## config.mk

```make
export PLATFORM = sky130hd
export DESIGN_NAME = gpio_wb_banked
export DESIGN_NICKNAME = d
export VERILOG_FILES = /design/src/rtl/gpio_wb_banked.sv
export SDC_FILE = /design/constraint.sdc
export NUM_CORES = 1
export LEC_CHECK = 0
export ABC_AREA = 1
export BUFFER_PORTS_ARGS = -buffer_cell sky130_fd_sc_hd__buf_4
export CORE_MARGIN = 10
export CORE_UTILIZATION = 55
export CTS_CLUSTER_DIAMETER = 120
export DETAILED_ROUTE_END_ITERATION = 12
export HOLD_SLACK_MARGIN = 0.06
export PLACE_DENSITY = 0.75
export SYNTH_ARGS = -nofsm -noshare
export SYNTH_HDL_FRONTEND = slang
export SYNTH_SLANG_ARGS = --single-unit
```

## constraint.sdc

```tcl
create_clock -name wb_clk_i -period 2.1 [get_ports wb_clk_i]
set_input_delay 0.42 -clock wb_clk_i [delete_from_list [all_inputs] [get_ports wb_clk_i]]
set_output_delay 0.42 -clock wb_clk_i [all_outputs]
set_load 0.005 [all_outputs]
```

## src/rtl/gpio_wb_banked.sv

```systemverilog
// Banked Wishbone GPIO controller: per-bank pad synchroniser and debounce,
// atomic output ops, and edge interrupts.
module gpio_bank #(
   parameter int DEBOUNCE_CYCLES = 16,
   parameter int SYNC_STAGES     = 2
) (
   input  logic        clk,
   input  logic        rst,
   input  logic        tick,
   input  logic [31:0] pad_i,
   input  logic        we,
   input  logic [3:0]  off,
   input  logic [31:0] wdat,
   input  logic [31:0] wmask,
   output logic [31:0] rdata,
   output logic [31:0] gpio_o,
   output logic [31:0] gpio_oe,
   output logic        irq
);
   logic [SYNC_STAGES-1:0][31:0] sync_q, sync_d;
   logic [31:0] samp_q, samp_d, db_q, db_d;
   logic [31:0] dout_q, dout_d, dir_q, dir_d, en_q, en_d, stat_q, stat_d, pol_q, pol_d;
   logic        irq_q, irq_d;
   logic [31:0] sync_out, stable, rise, fall, edge_hit, w1c;

   assign sync_out = sync_q[SYNC_STAGES-1];
   assign stable   = ~(sync_out ^ samp_q);

   always_comb begin
      sync_d = {sync_q[SYNC_STAGES-2:0], pad_i};
      samp_d = samp_q;
      db_d   = db_q;
      if (DEBOUNCE_CYCLES == 0) begin
         db_d = sync_out;
      end else if (tick) begin
         samp_d = sync_out;
         // a bit only moves when two consecutive ticks agree
         db_d   = (db_q & ~stable) | (samp_q & stable);
      end
      rise     = db_d & ~db_q;
      fall     = ~db_d & db_q;
      edge_hit = (rise & pol_q) | (fall & ~pol_q);

      dout_d = dout_q;
      dir_d  = dir_q;
      en_d   = en_q;
      pol_d  = pol_q;
      w1c    = '0;
      if (we) begin
         case (off)
            4'd1: dout_d = (dout_q & ~wmask) | wdat;
            4'd2: dir_d  = (dir_q & ~wmask) | wdat;
            4'd3: dout_d = dout_q | wdat;
            4'd4: dout_d = dout_q & ~wdat;
            4'd5: dout_d = dout_q ^ wdat;
            4'd6: en_d   = (en_q & ~wmask) | wdat;
            4'd7: w1c    = wdat;
            4'd8: pol_d  = (pol_q & ~wmask) | wdat;
            default: ;
         endcase
      end
      // a new edge overrides a simultaneous clear
      stat_d = (stat_q & ~w1c) | (edge_hit & en_q);
      irq_d  = |(stat_q & en_q);

      case (off)
         4'd0:    rdata = db_q;
         4'd1:    rdata = dout_q;
         4'd2:    rdata = dir_q;
         4'd6:    rdata = en_q;
         4'd7:    rdata = stat_q;
         4'd8:    rdata = pol_q;
         default: rdata = '0;
      endcase
   end

   always_ff @(posedge clk) begin
      if (rst) begin
         sync_q <= '0;
         samp_q <= '0;
         db_q   <= '0;
         dout_q <= '0;
         dir_q  <= '0;
         en_q   <= '0;
         stat_q <= '0;
         pol_q  <= '1;
         irq_q  <= 1'b0;
      end else begin
         sync_q <= sync_d;
         samp_q <= samp_d;
         db_q   <= db_d;
         dout_q <= dout_d;
         dir_q  <= dir_d;
         en_q   <= en_d;
         stat_q <= stat_d;
         pol_q  <= pol_d;
         irq_q  <= irq_d;
      end
   end

   assign gpio_o  = dout_q;
   assign gpio_oe = dir_q;
   assign irq     = irq_q;
endmodule

module gpio_wb_banked #(
   parameter int NUM_BANKS       = 2,
   parameter int DEBOUNCE_CYCLES = 16,
   parameter int SYNC_STAGES     = 2,
   parameter int ADDR_WIDTH      = 32
) (
   input  logic                    wb_clk_i,
   input  logic                    wb_rst_i,
   input  logic [ADDR_WIDTH-1:0]   wb_adr_i,
   input  logic [31:0]             wb_dat_i,
   output logic [31:0]             wb_dat_o,
   input  logic                    wb_we_i,
   input  logic [3:0]              wb_sel_i,
   input  logic                    wb_stb_i,
   input  logic                    wb_cyc_i,
   output logic                    wb_ack_o,
   output logic                    wb_err_o,
   output logic                    wb_stall_o,
   input  logic [NUM_BANKS*32-1:0] gpio_i,
   output logic [NUM_BANKS*32-1:0] gpio_o,
   output logic [NUM_BANKS*32-1:0] gpio_oe,
   output logic [NUM_BANKS-1:0]    irq_bank_o,
   output logic                    intr
);
   logic [2:0]  bank;
   logic [3:0]  off;
   logic        req, bad, tick;
   logic        ack_q, ack_d, err_q, err_d;
   logic [31:0] dat_q, dat_d, wmask, wdat_m, rd_sel;
   logic [NUM_BANKS-1:0]       we_bank;
   logic [NUM_BANKS-1:0][31:0] rdata;
   logic        unused_adr;

   assign bank       = wb_adr_i[8:6];
   assign off        = wb_adr_i[5:2];
   assign unused_adr = ^{wb_adr_i[ADDR_WIDTH-1:9], wb_adr_i[1:0]};
   assign req        = wb_cyc_i & wb_stb_i & ~ack_q & ~err_q;
   assign bad        = ({1'b0, bank} >= 4'(NUM_BANKS)) || (off > 4'd8);
   assign wmask      = {{8{wb_sel_i[3]}}, {8{wb_sel_i[2]}}, {8{wb_sel_i[1]}}, {8{wb_sel_i[0]}}};
   assign wdat_m     = wb_dat_i & wmask;

   if (DEBOUNCE_CYCLES > 0) begin : g_tick
      localparam int CW = (DEBOUNCE_CYCLES > 1) ? $clog2(DEBOUNCE_CYCLES) : 1;
      logic [CW-1:0] cnt_q, cnt_d;
      always_comb begin
         tick  = (cnt_q == CW'(DEBOUNCE_CYCLES - 1));
         cnt_d = tick ? '0 : cnt_q + 1'b1;
      end
      always_ff @(posedge wb_clk_i) begin
         if (wb_rst_i) cnt_q <= '0;
         else          cnt_q <= cnt_d;
      end
   end else begin : g_notick
      assign tick = 1'b1;
   end

   for (genvar b = 0; b < NUM_BANKS; b++) begin : g_bank
      assign we_bank[b] = req & wb_we_i & ~bad & (bank == 3'(b));
      gpio_bank #(.DEBOUNCE_CYCLES(DEBOUNCE_CYCLES), .SYNC_STAGES(SYNC_STAGES)) u_bank (
         .clk    (wb_clk_i),
         .rst    (wb_rst_i),
         .tick   (tick),
         .pad_i  (gpio_i[b*32 +: 32]),
         .we     (we_bank[b]),
         .off    (off),
         .wdat   (wdat_m),
         .wmask  (wmask),
         .rdata  (rdata[b]),
         .gpio_o (gpio_o[b*32 +: 32]),
         .gpio_oe(gpio_oe[b*32 +: 32]),
         .irq    (irq_bank_o[b])
      );
   end

   always_comb begin
      rd_sel = '0;
      for (int b = 0; b < NUM_BANKS; b++)
         if (bank == 3'(b)) rd_sel = rdata[b];
      ack_d = 1'b0;
      err_d = 1'b0;
      dat_d = '0;
      if (req) begin
         ack_d = ~bad;
         err_d = bad;
         if (!bad && !wb_we_i) dat_d = rd_sel;
      end
   end

   always_ff @(posedge wb_clk_i) begin
      if (wb_rst_i) begin
         ack_q <= 1'b0;
         err_q <= 1'b0;
         dat_q <= '0;
      end else begin
         ack_q <= ack_d;
         err_q <= err_d;
         dat_q <= dat_d;
      end
   end

   assign wb_ack_o   = ack_q;
   assign wb_err_o   = err_q;
   assign wb_dat_o   = dat_q;
   assign wb_stall_o = 1'b0;
   assign intr       = |irq_bank_o;
endmodule

```

-- Word-level counts from Yosys, hierarchy flattened
Cells that the tools add are included.
- register bits after elaboration: 616
- latch bits: 0
- bits in writable memories: 0
- ROM bits: 0
- word-level logic and storage cells: 144
- memories: 0
- $add $sub $neg: 1
- $mul: 0
- div/mod/pow operators: 0
- $lt $le $gt $ge: 2
- eq/ne operators: 10
- shifts and indexed selects: 0
- mux-type cells: 11
- bitwise logic cells: 75
- reduce and logical (&&, ||, !) cells: 21
- operator list (operator ; count):
    AND 32 bit ; 29
    OR 32 bit ; 16
    NOT 32 bit ; 14
    one-hot mux 32 bit (6 select lines) ; 2
    one-hot mux 32 bit (4 select lines) ; 2
    two-way mux 32 bit ; 7
    bitwise XOR 32 bit ; 4
    OR reduction 32 bit ; 2
    equality test 4 x 3 -> 1 bit (second input constant) ; 4
    AND reduction 2 bit ; 8
    equality test 4 x 2 -> 1 bit (second input constant) ; 2
    equality test 4 bit (second input constant) ; 2
    AND 1 bit ; 7
    OR reduction 2 bit ; 3
    NOT 1 bit ; 5
    adder 4 x 1 -> 4 bit (second input constant) ; 1
    equality test 4 x 1 -> 1 bit (second input constant) ; 1
    greater-than comparator 4 bit (second input constant) ; 1
    zero test 4 bit ; 1
    nonzero test 4 bit ; 1
    equality test 3 x 1 -> 1 bit (second input constant) ; 1
    greater-or-equal comparator 3 x 2 -> 1 bit (second input constant) ; 1
    zero test 3 bit ; 1
    OR reduction 3 bit ; 1
    3 further kinds ; 4

-- Depth between registers and ports, before layout
- depth in word-level cells: 12
- gate-level depth with buffers: 11
- mapped depth without buffers: 10

-- Hierarchy
Synthesis repeated with hierarchy kept, for this count alone.
- cells, all modules: 5004
- area total of the unflattened synthesis: 31489.0 um^2
- modules (own cells, without submodules) (module ; times used ; cells each ; area an instance (um^2) ; seq. area each (um^2)):
    gpio_bank ; 2 ; 2343 ; 14635.3 ; 5785.5
    gpio_wb_banked ; 1 ; 318 ; 2218.4 ; 760.7

-- Worst setup path after synthesis
OpenSTA, ideal clock, no wires.
- path type: input to register
- start: input wb_sel_i[0]
- end: register g_bank[1].u_bank.dout_q[3]
- setup time: 64 ps
- data arrival time: 1748 ps
- data required time: 2036 ps
- setup slack: 288 ps
- stages on the path: 9
- path buffers: 2
- cells stage by stage: clkbuf_1 clkbuf_1 nand2_1 ha_1 o21ai_0 inv_1 nand2_1 nor2_1 nor2_1
- cells in the longest elaborated chain, start to end: 4
- ends and longest elaborated chain (element ; line ; source):
    start, declared ; 118 ; input logic [3:0] wb_sel_i,
    AND 32 bit or NOT 32 bit (tied branches) ; 145, 51 ;
    NOT 32 bit or AND 32 bit (tied branches) ; 54, 51 ;
    AND 32 bit or OR 32 bit (tied branches) ; 54, 51 ;
    one-hot mux 32 bit (4 select lines) * ; 50 ; case (off)
    end signal, assigned ; 92 ; dout_q <= dout_d;
    end, declared ; 22 ; logic [31:0] dout_q, dout_d, dir_q, dir_d, en_q, en_d, stat_q, stat_d, pol_q, pol_d;
Every way passes the cells marked *; elsewhere a longest branch is shown, timed or not.
A chain may end at the register's enable or synchronous reset.

-- Worst setup path in the final report
- start: register g_tick.cnt_q[0]
- end: register g_bank[1].u_bank.stat_q[11]
- cells in the longest elaborated chain, start to end: 8
- ends and longest elaborated chain (element ; line ; source):
    start, declared ; 149 ; logic [CW-1:0] cnt_q, cnt_d;
    start signal, assigned ; 156 ; else cnt_q <= cnt_d;
    equality test 4 bit * ; 151 ; tick = (cnt_q == CW'(DEBOUNCE_CYCLES - 1));
    two-way mux 32 bit * ; 35 ; end else if (tick) begin
    NOT 32 bit ; 41 ; fall = ~db_d & db_q;
    AND 32 bit ; 41 ;
    AND 32 bit ; 42 ; edge_hit = (rise & pol_q) | (fall & ~pol_q);
    OR 32 bit * ; 42 ;
    AND 32 bit * ; 63 ; stat_d = (stat_q & ~w1c) | (edge_hit & en_q);
    OR 32 bit * ; 63 ;
    end signal, assigned ; 95 ; stat_q <= stat_d;
    end, declared ; 22 ;
Marks and branches as above.

==> results.tsv <==
stage	metric	value	unit
clock_tree	cts_tree	done	
sta	tns	0	ns
die	start_util	55.4	%
synth	async_flop_share	0	%
sta	fmax	0.507	GHz
drt	avgRoutedWirePerCell	18.6	µm
synth	synthCells	4759	
drt	drt-pass1-iter-count	6	
global_route	grt_start_max_net_pins	179	
drt	final_antenna_net_count	0	
die	num_rows	86	
synth	netlist-cell-type-count	32	
global_route	overflow	0	
placement	place_hpwl	76300	µm
die	dieArea	0.0654	mm²
synth	synth_area_leaders	dfxtp_1, nand2_1, nor2_1, inv_1, o21ai_0	
placement	dp.cells	5696	
sta	relSlewSlack	31.3	%
sta	fin_skew	0.0225	ns
sta	min_period_over_period	93.9	%
global_route	track_usage	31.9	%
power_and_ir_drop	p_leak	17.2	nW
cells_and_area	instances_no_fill	5881	
power_and_ir_drop	p_total	26.2	mW
clock_tree	clkSinkCount	616	
worst_setup_path	worstSetupPathType	register to register	
run_status	outcome	finished clean	
cells_and_area	nFillCells	4898	
drt	via_count	32433	
clock_tree	clock_latency	0.60	ns
synth	synth_top_cell_by_area	dfxtp_1	
synth	synth-seq-area-share	40.4	%
global_route	grt_pass1_vias	29449	
global_route	grt_util_met1	41.4	%
worst_setup_path	worstPathArrival	2.42	ns
cells_and_area	fin_nets	5284	
synth	yosysWarnings	0	
die	io_pins	303	
worst_setup_path	cp.required	2.55	ns
synth	syn_avg_cell_area	6.42	µm²
global_route	met2_usage	49.5	%
placement	dp_worst_setup_slack	-0.138	ns
synth	synth_commonest_cells	nand2_1, nor2_1, inv_1, dfxtp_1, o21ai_0	
placement	dpl_cell_area	0.0344	mm²
clock_tree	cts_buffers	67	
sta	min_period	1.97	ns
drt	routed_wl	109000	µm
drt	drt-initial-drc-count	3735	
cells_and_area	final_util	67.9	%
sta	maxSlewViolCount	0	
die	fp.dieH	256	µm
sta	setup_viol	0	
placement	io_buffers	276	
placement	gp_congestion	0.993	
cells_and_area	fin_area	0.0374	mm²
drt	drc	0	
synth	synth_edf_count	0	
sta	fin_ws	0.129	ns
sta	tightestPinTransition	1.03	ns
worst_setup_path	crit_fanout	34	
die	core	0.0551	mm²
synth	synth_ff_type	dfxtp_1	
min_path	min_path_type	input pin to register	
global_route	grtUsageMet3	7.80	%
synth	yosysMostFrequentCell	nand2_1	
synth	synth_top_area_share	40.4	%
sta	holdWs	0.197	ns
global_route	grt_pass1_wl	167000	µm
flow_run	max-cap-violations	0	
global_route	antenna_found_initial	2	
power_and_ir_drop	vdd_drop_max	0.000735	V
sta	rsz0062_at_grt	true	
clock_tree	path_clk_slew	0.06	ns
clock_tree	cts-root-buf	clkbuf_16	
synth	synth_seq_cells	616	
worst_setup_path	end_kind	register	
sta	hold_violations	0	
die	die_w	256	µm
worst_setup_path	startpoint_type	register	
synth	synth_area	0.0305	mm²
cells_and_area	drive_gt1_share	11.7	%
power_and_ir_drop	powerDensity	701	mW/mm²
clock_tree	htreeDepth	3	
global_route	busiest_layer	met2	
drt	viasPerCell	5.51	
synth	syn_nets	4961	
clock_tree	clock_path_buffers	3	
cells_and_area	area_growth	22.5	%
metal layers:
| metal | part of all wire (%) | up-vias |
|---|---|---|
| li1 | - | 15607 |
| met1 | 39 | 14718 |
| met2 | 44 | 1809 |
| met3 | 12 | 297 |
| met4 | 4.6 | 2 |
| met5 | 0.012 | - |
timing repair:
item / CTS / global route
gates resized for setup: 0 / 9
hold buffers: 64 / 0
endpoints found under the hold margin: 64 / 0
setup buffers: 0 / 1
pin swaps: 0 / 0
endpoints found under the setup margin: 2 / 56
kinds of logic (layout without fill, tap and decap cells):
group | after synthesis | after routing | synth area share [%]
AND/OR/NAND/NOR | 2484 | 2484 | 33.7
buffers and inverters | 900 | 1272 | 11.5
AO/OA/AOI/OAI | 692 | 692 | 11.8
flip-flops | 616 | 616 | 40.4
adder cells (fa/ha/maj) | 65 | 65 | 2.66
other | 1 | 3 | 0.0123
XOR/XNOR | 1 | 1 | 0.0287
layout make-up:
cell class / instances / area [µm²] / area share (%)
antenna: 2 / 5.00 / 0.0134
clock buffer: 92 / 1910 / 5.11
clock inverter: 26 / 425 / 1.14
inverter: 649 / 2440 / 6.53
multi-input combinational: 3243 / 14800 / 39.5
sequential: 616 / 12300 / 32.9
tap: 748 / 936 / 2.50
timing repair buffer: 505 / 4600 / 12.3
worst paths after layout:
check                                                       startpoint                                  endpoint  slack [ns]  cells after the start
worst min register to register  g_bank[0].u_bank.sync_d[62]$_SDFF_PP0_  g_bank[0].u_bank.sync_out[30]$_SDFF_PP0_        0.39                      2
worst min-delay path                                          wb_rst_i                       wb_err_o$_SDFF_PP0_        0.20                      4
worst max register to register              g_tick.cnt_q[0]$_SDFF_PP0_    g_bank[1].u_bank.stat_q[11]$_SDFF_PP0_        0.13                      9
worst max-delay path                        g_tick.cnt_q[0]$_SDFF_PP0_    g_bank[1].u_bank.stat_q[11]$_SDFF_PP0_        0.13                      9
worst max-delay path, stage by stage (launching register included):
cell     delay, ns
dfxtp_1       0.35
ha_1          0.24
nand3_4       0.22
buf_6         0.27
nor2_1        0.25
o21ai_0       0.21
nand2_1       0.09
o21ai_0       0.07
nand3_1       0.07
a21oi_1       0.06
placed cells by master (no fill, tap or decap), types with 64 or more instances in the layout:
master	instances
inv_1	643
o21ai_0	391
dlygate4sd3_1	64
clkbuf_16	70
nand3_1	277
dfxtp_1	616
ha_1	65
nand2_1	1120
a21oi_1	239
buf_4	387
nor2_1	865
nand4_1	145
power by group:
part / leakage, nW / internal, mW / switching (mW) / total [mW]
Combinational: 11.0 / 0.573 / 1.12 / 1.69
Sequential: 4.99 / 11.8 / 0.0461 / 11.9
Clock: 1.15 / 7.74 / 4.94 / 12.7
Note: power is estimated with default switching activity, not from simulation.
